### src/rtl/rtc_pkg.sv
// Shared definitions for the RTC register-address sequencer: the sequencer
// state encoding and the index-to-register-address table.
package rtc_pkg;

    localparam int RTC_TABLE_ADDR_W = 8;

    typedef enum logic [1:0] {
        ST_IDLE = 2'd0,
        ST_REQ  = 2'd1,
        ST_GAP  = 2'd2,
        ST_FIN  = 2'd3
    } rtc_state_t;

    // Seconds/minutes block at 0x21.., alarm block at 0x41.., control at 0xF0.
    function automatic logic [RTC_TABLE_ADDR_W-1:0] rtc_table_addr(input int unsigned index);
        case (index)
            0:       return 8'h00;
            1:       return 8'h21;
            2:       return 8'h22;
            3:       return 8'h23;
            4:       return 8'h24;
            5:       return 8'h25;
            6:       return 8'h26;
            7:       return 8'h41;
            8:       return 8'h42;
            9:       return 8'h43;
            10:      return 8'hF0;
            default: return 8'h00;
        endcase
    endfunction

endpackage

### src/rtl/rtc_addr_map.sv
// Combinational index-to-register-address lookup; entries at or beyond
// N_REG read as address zero.
module rtc_addr_map
    import rtc_pkg::*;
#(
    parameter int N_REG  = 11,
    parameter int ADDR_W = 8,
    parameter int IDX_W  = 4
) (
    input  logic [IDX_W-1:0]  idx,
    output logic [ADDR_W-1:0] addr
);

    always_comb begin
        addr = '0;
        if (32'(idx) < N_REG) begin
            addr = ADDR_W'(rtc_table_addr(32'(idx)));
        end
    end

endmodule

### src/rtl/rtc_addr_sequencer.sv
// Walks the RTC register-address table, issuing one bus request per entry,
// either as a full sweep or as a single indexed access.
module rtc_addr_sequencer
    import rtc_pkg::*;
#(
    parameter int N_REG  = 11,
    parameter int ADDR_W = 8,
    parameter int IDX_W  = 4
) (
    input  logic              clk,
    input  logic              reset,
    input  logic              en,
    input  logic              start,
    input  logic              mode,
    input  logic [IDX_W-1:0]  idx_in,
    input  logic              wr_in,
    input  logic              bus_done,
    output logic [ADDR_W-1:0] addr_out,
    output logic [IDX_W-1:0]  idx_out,
    output logic              req,
    output logic              rw,
    output logic              busy,
    output logic              done,
    output logic              err
);

    localparam logic [IDX_W-1:0] LAST_IDX = IDX_W'(N_REG - 1);

    rtc_state_t        state;
    logic              mode_q;
    logic [IDX_W-1:0]  start_idx;
    logic [IDX_W-1:0]  map_idx;
    logic [ADDR_W-1:0] map_addr;
    logic              idx_valid;
    logic              last_entry;

    // The single map instance looks up the start entry while idle and the
    // following entry otherwise, so the address is ready when REQ is entered.
    always_comb begin
        start_idx  = mode ? idx_in : '0;
        map_idx    = (state == ST_IDLE) ? start_idx : idx_out + IDX_W'(1);
        idx_valid  = (32'(idx_in) < N_REG);
        last_entry = mode_q || (idx_out == LAST_IDX);
    end

    rtc_addr_map #(
        .N_REG  (N_REG),
        .ADDR_W (ADDR_W),
        .IDX_W  (IDX_W)
    ) u_addr_map (
        .idx  (map_idx),
        .addr (map_addr)
    );

    always_ff @(posedge clk or posedge reset) begin
        if (reset) begin
            state    <= ST_IDLE;
            mode_q   <= 1'b0;
            idx_out  <= '0;
            addr_out <= '0;
            req      <= 1'b0;
            rw       <= 1'b0;
            busy     <= 1'b0;
            done     <= 1'b0;
            err      <= 1'b0;
        end else begin
            done <= 1'b0;
            err  <= 1'b0;
            unique case (state)
                ST_IDLE: begin
                    if (start && en) begin
                        if (mode && !idx_valid) begin
                            err <= 1'b1;
                        end else begin
                            mode_q   <= mode;
                            rw       <= wr_in;
                            idx_out  <= start_idx;
                            addr_out <= map_addr;
                            req      <= 1'b1;
                            busy     <= 1'b1;
                            state    <= ST_REQ;
                        end
                    end
                end
                ST_REQ: begin
                    if (bus_done) begin
                        req <= 1'b0;
                        // Losing enable lets the current access finish but stops the walk.
                        if (last_entry || !en) begin
                            done  <= 1'b1;
                            state <= ST_FIN;
                        end else begin
                            state <= ST_GAP;
                        end
                    end
                end
                ST_GAP: begin
                    if (en) begin
                        idx_out  <= map_idx;
                        addr_out <= map_addr;
                        req      <= 1'b1;
                        state    <= ST_REQ;
                    end else begin
                        done  <= 1'b1;
                        state <= ST_FIN;
                    end
                end
                ST_FIN: begin
                    busy  <= 1'b0;
                    state <= ST_IDLE;
                end
                default: state <= ST_IDLE;
            endcase
        end
    end

endmodule

### config.mk
export PLATFORM = sky130hd
export DESIGN_NAME = rtc_addr_sequencer
export DESIGN_NICKNAME = d
export VERILOG_FILES = /design/src/rtl/rtc_pkg.sv /design/src/rtl/rtc_addr_map.sv /design/src/rtl/rtc_addr_sequencer.sv
export SDC_FILE = /design/constraint.sdc
export NUM_CORES = 1
export LEC_CHECK = 0
export ABC_AREA = 1
export BUFFER_PORTS_ARGS = -buffer_cell sky130_fd_sc_hd__buf_2
export CAP_MARGIN = 20
export CORE_AREA = 2 2 53 55
export DETAILED_ROUTE_END_ITERATION = 10
export DIE_AREA = 0 0 55 57
export GPL_TIMING_DRIVEN = 0
export PLACE_DENSITY_LB_ADDON = 0.1
export SLEW_MARGIN = 20
export SYNTH_ARGS = -nofsm -noshare
export SYNTH_HDL_FRONTEND = slang
export SYNTH_SLANG_ARGS = --single-unit
### constraint.sdc
create_clock -name clk -period 1.9 [get_ports clk]
set_input_delay 0.285 -clock clk [delete_from_list [all_inputs] [get_ports clk]]
set_output_delay 0.285 -clock clk [all_outputs]
set_load 0.05 [all_outputs]
==> metrics.cfg <==
[outcome]
run_status = finished, final reports clean

[route]
routed-via-count = 1147
drc = 0
detail_route.iter0.violations = 25
first_pass_iters = 4
vias_per_cell = 4.84
routedWlPerCell_um = 12.0
drtAntennaViolNets = 0
wl_mm = 2.84

[grt]
globalRouteTotalUtil_pct = 21.1
grt_pass1_wl_mm = 4.90
grt_max_degree = 19
antenna_found_initial = 0
first_global_vias = 1176
overflow = 0

[layout]
syn2layout_area_growth_pct = 18.4
diodes = 0
fin_cells = 237
final_layout_size_suffix_gt1_share_pct = 27.7
fill_cells = 297
nets = 225

[setup_path]
cp_max_fo = 10
cp-start-kind = register
end_kind = register
cp_data_required_time_ns = 2.09
crit_arrival_ns = 1.97
crit_type = reg2reg

[clock_tree]
path_clk_slew_ns = 0.12
cts_made_buffers = 3
clockBufferDepth = 2
cts_tree = done
cts_sinks = 18
clk_latency_ns = 0.30
h-tree-depth = 1
cts_root_buffer = clkbuf_4

[timing]
layout_min_cycle_time_ns = 1.78
hold_viol = 0
worst_slew_pin_slew_ns = 0.715
fin_skew_ns = 0.00969
fin_crit_sh_pct = 93.4
maxSlewHeadroom_pct = 52.3
final_max_slew_viol_count = 0
fmax_mhz = 563
finalSetupViolations = 0

[die]
rows = 19
die_w_um = 55
core_area_um2 = 2620
start_util_pct = 47.7
ios = 28
fp.dieArea_um2 = 3140
die_h_um = 57

[logic_synthesis]
syn_inst = 174
yosysTopAreaCell = dfrtp_1
synth_edf_count = 0
synth.most_common_cell = nand2_1
yosys_warnings = 0
syn-num-nets = 192
synthArstFlopShare_pct = 100
synthTopCellsByCount = 70 x nand2_1, 18 x dfrtp_1, 18 x nand3_1, 15 x inv_1
syn_area_um2 = 1250
synth.top_cell.area_share_pct = 36.1
syn_avg_cell_area_um2 = 7.16
synthTopCellsByArea = dfrtp_1 36%, nand2_1 21%, nand3_1 7.2%, ha_1 7.0%, inv_1 4.5%
ys_seq_area_share_pct = 36.1
synth-seq-cells = 18
ys_types = 22
synthFlopType = dfrtp_1

[run]
max-cap-violations = 0

[placement]
gp_congestion = 0.908
dp_hpwl_mm = 2.16
place.port_buffers = 26
placed_cells = 231

[min_path]
hold_path.class = in2async

-- sequential cells by signal, summed over array words and instances, names as in the netlist --
name and count:
done 1, rw 1, state 2, idx_out 4, busy 1, addr_out 6, mode_q 1, err 1
req 1
-- per-layer routing --
layer | vias up | part of all wire (%) | global-route usage, %
met2 | 11 | 53 | 36.7
met5 | - | 0 | 0
met1 | 531 | 44 | 25.6
met3 | 2 | 1.9 | 2.88
li1 | 603 | - | -
met4 | 0 | 0.56 | 7.67
-- cells by family (layout without fill, tap and decap cells) --
family | count (synthesis) | after routing | share of synthesized area (%)
AOI/OAI and AO/OA | 13 | 13 | 6.63
adders and majority gates | 7 | 7 | 7.03
buffers and inverters | 23 | 55 | 9.64
DFF | 18 | 18 | 36.1
other | 1 | 1 | 0.301
and+or+nand+nor | 112 | 112 | 40.3
-- worst max-delay path: stages, from the launching register on --
cell and delay, ns:
dfrtp_2 0.44, inv_1 0.10, ha_1 0.22, buf_6 0.15
inv_2 0.06, buf_6 0.15, nand3_1 0.15, nand2_2 0.11
nand2_1 0.06, nand2_1 0.08, nand2_1 0.05, nand2_1 0.05
nand2_1 0.04
-- cell type report --
type | count | area, µm² | share of cell area [%]
inverter | 18 | 67.6 | 4.58
buffer | 5 | 52.6 | 3.56
multi-input combinational | 133 | 683 | 46.3
clock buffer | 4 | 36.3 | 2.46
tap | 31 | 38.8 | 2.63
timing repair buffer | 28 | 145 | 9.84
sequential | 18 | 452 | 30.6
-- metrics by stage --
step	hold slack (ns)	setup slack (ns)	utilization (%)	instance area, µm²	TNS (ns)
6_report	0.0838	0.125	56.4	1480	0
5_1_grt	0.156	-0.0461	56.4	1480	-0.0495
4_1_cts	0.111	0.0797	55.5	1450	0
3_5_place_dp	0.452	0.113	54.1	1420	0
3_3_place_gp	0.426	0.154	54.1	1420	0
2_1_floorplan	0.224	0.102	-	1250	0
-- layout by cell type (no fill, tap or decap), types with 4 or more instances in the layout --
cell type	instances
buf_2	26
ha_1	7
nand2_1	69
o21ai_0	7
nand3_1	17
nand2_4	4
dfrtp_1	17
nor2_1	8
nand2_2	9
inv_1	15
buf_4	4
-- final timing paths --
kind	start	endpoint	slack, ns	depth (start not counted)
worst min register to register	addr_out[1]	addr_out[1]	0.48	2
worst max-delay path	state[0]	addr_out[5]	0.12	12
worst min-delay path	reset	state[1]	0.08	2
worst max register to register	state[0]	addr_out[5]	0.12	12
max in group asynchronous	reset	state[0]	1.33	2
min in group clk	wr_in	rw	0.21	3
-- what timing repair did --
action | in CTS | in global routing
endpoints found under the setup margin | 0 | 4
hold buffers | 0 | 0
resized for setup | 0 | 3
buffers inserted | 0 | 2
Power is not shown: default switching activity piles up to over one toggle a cycle in this logic, so the estimate is an artifact.
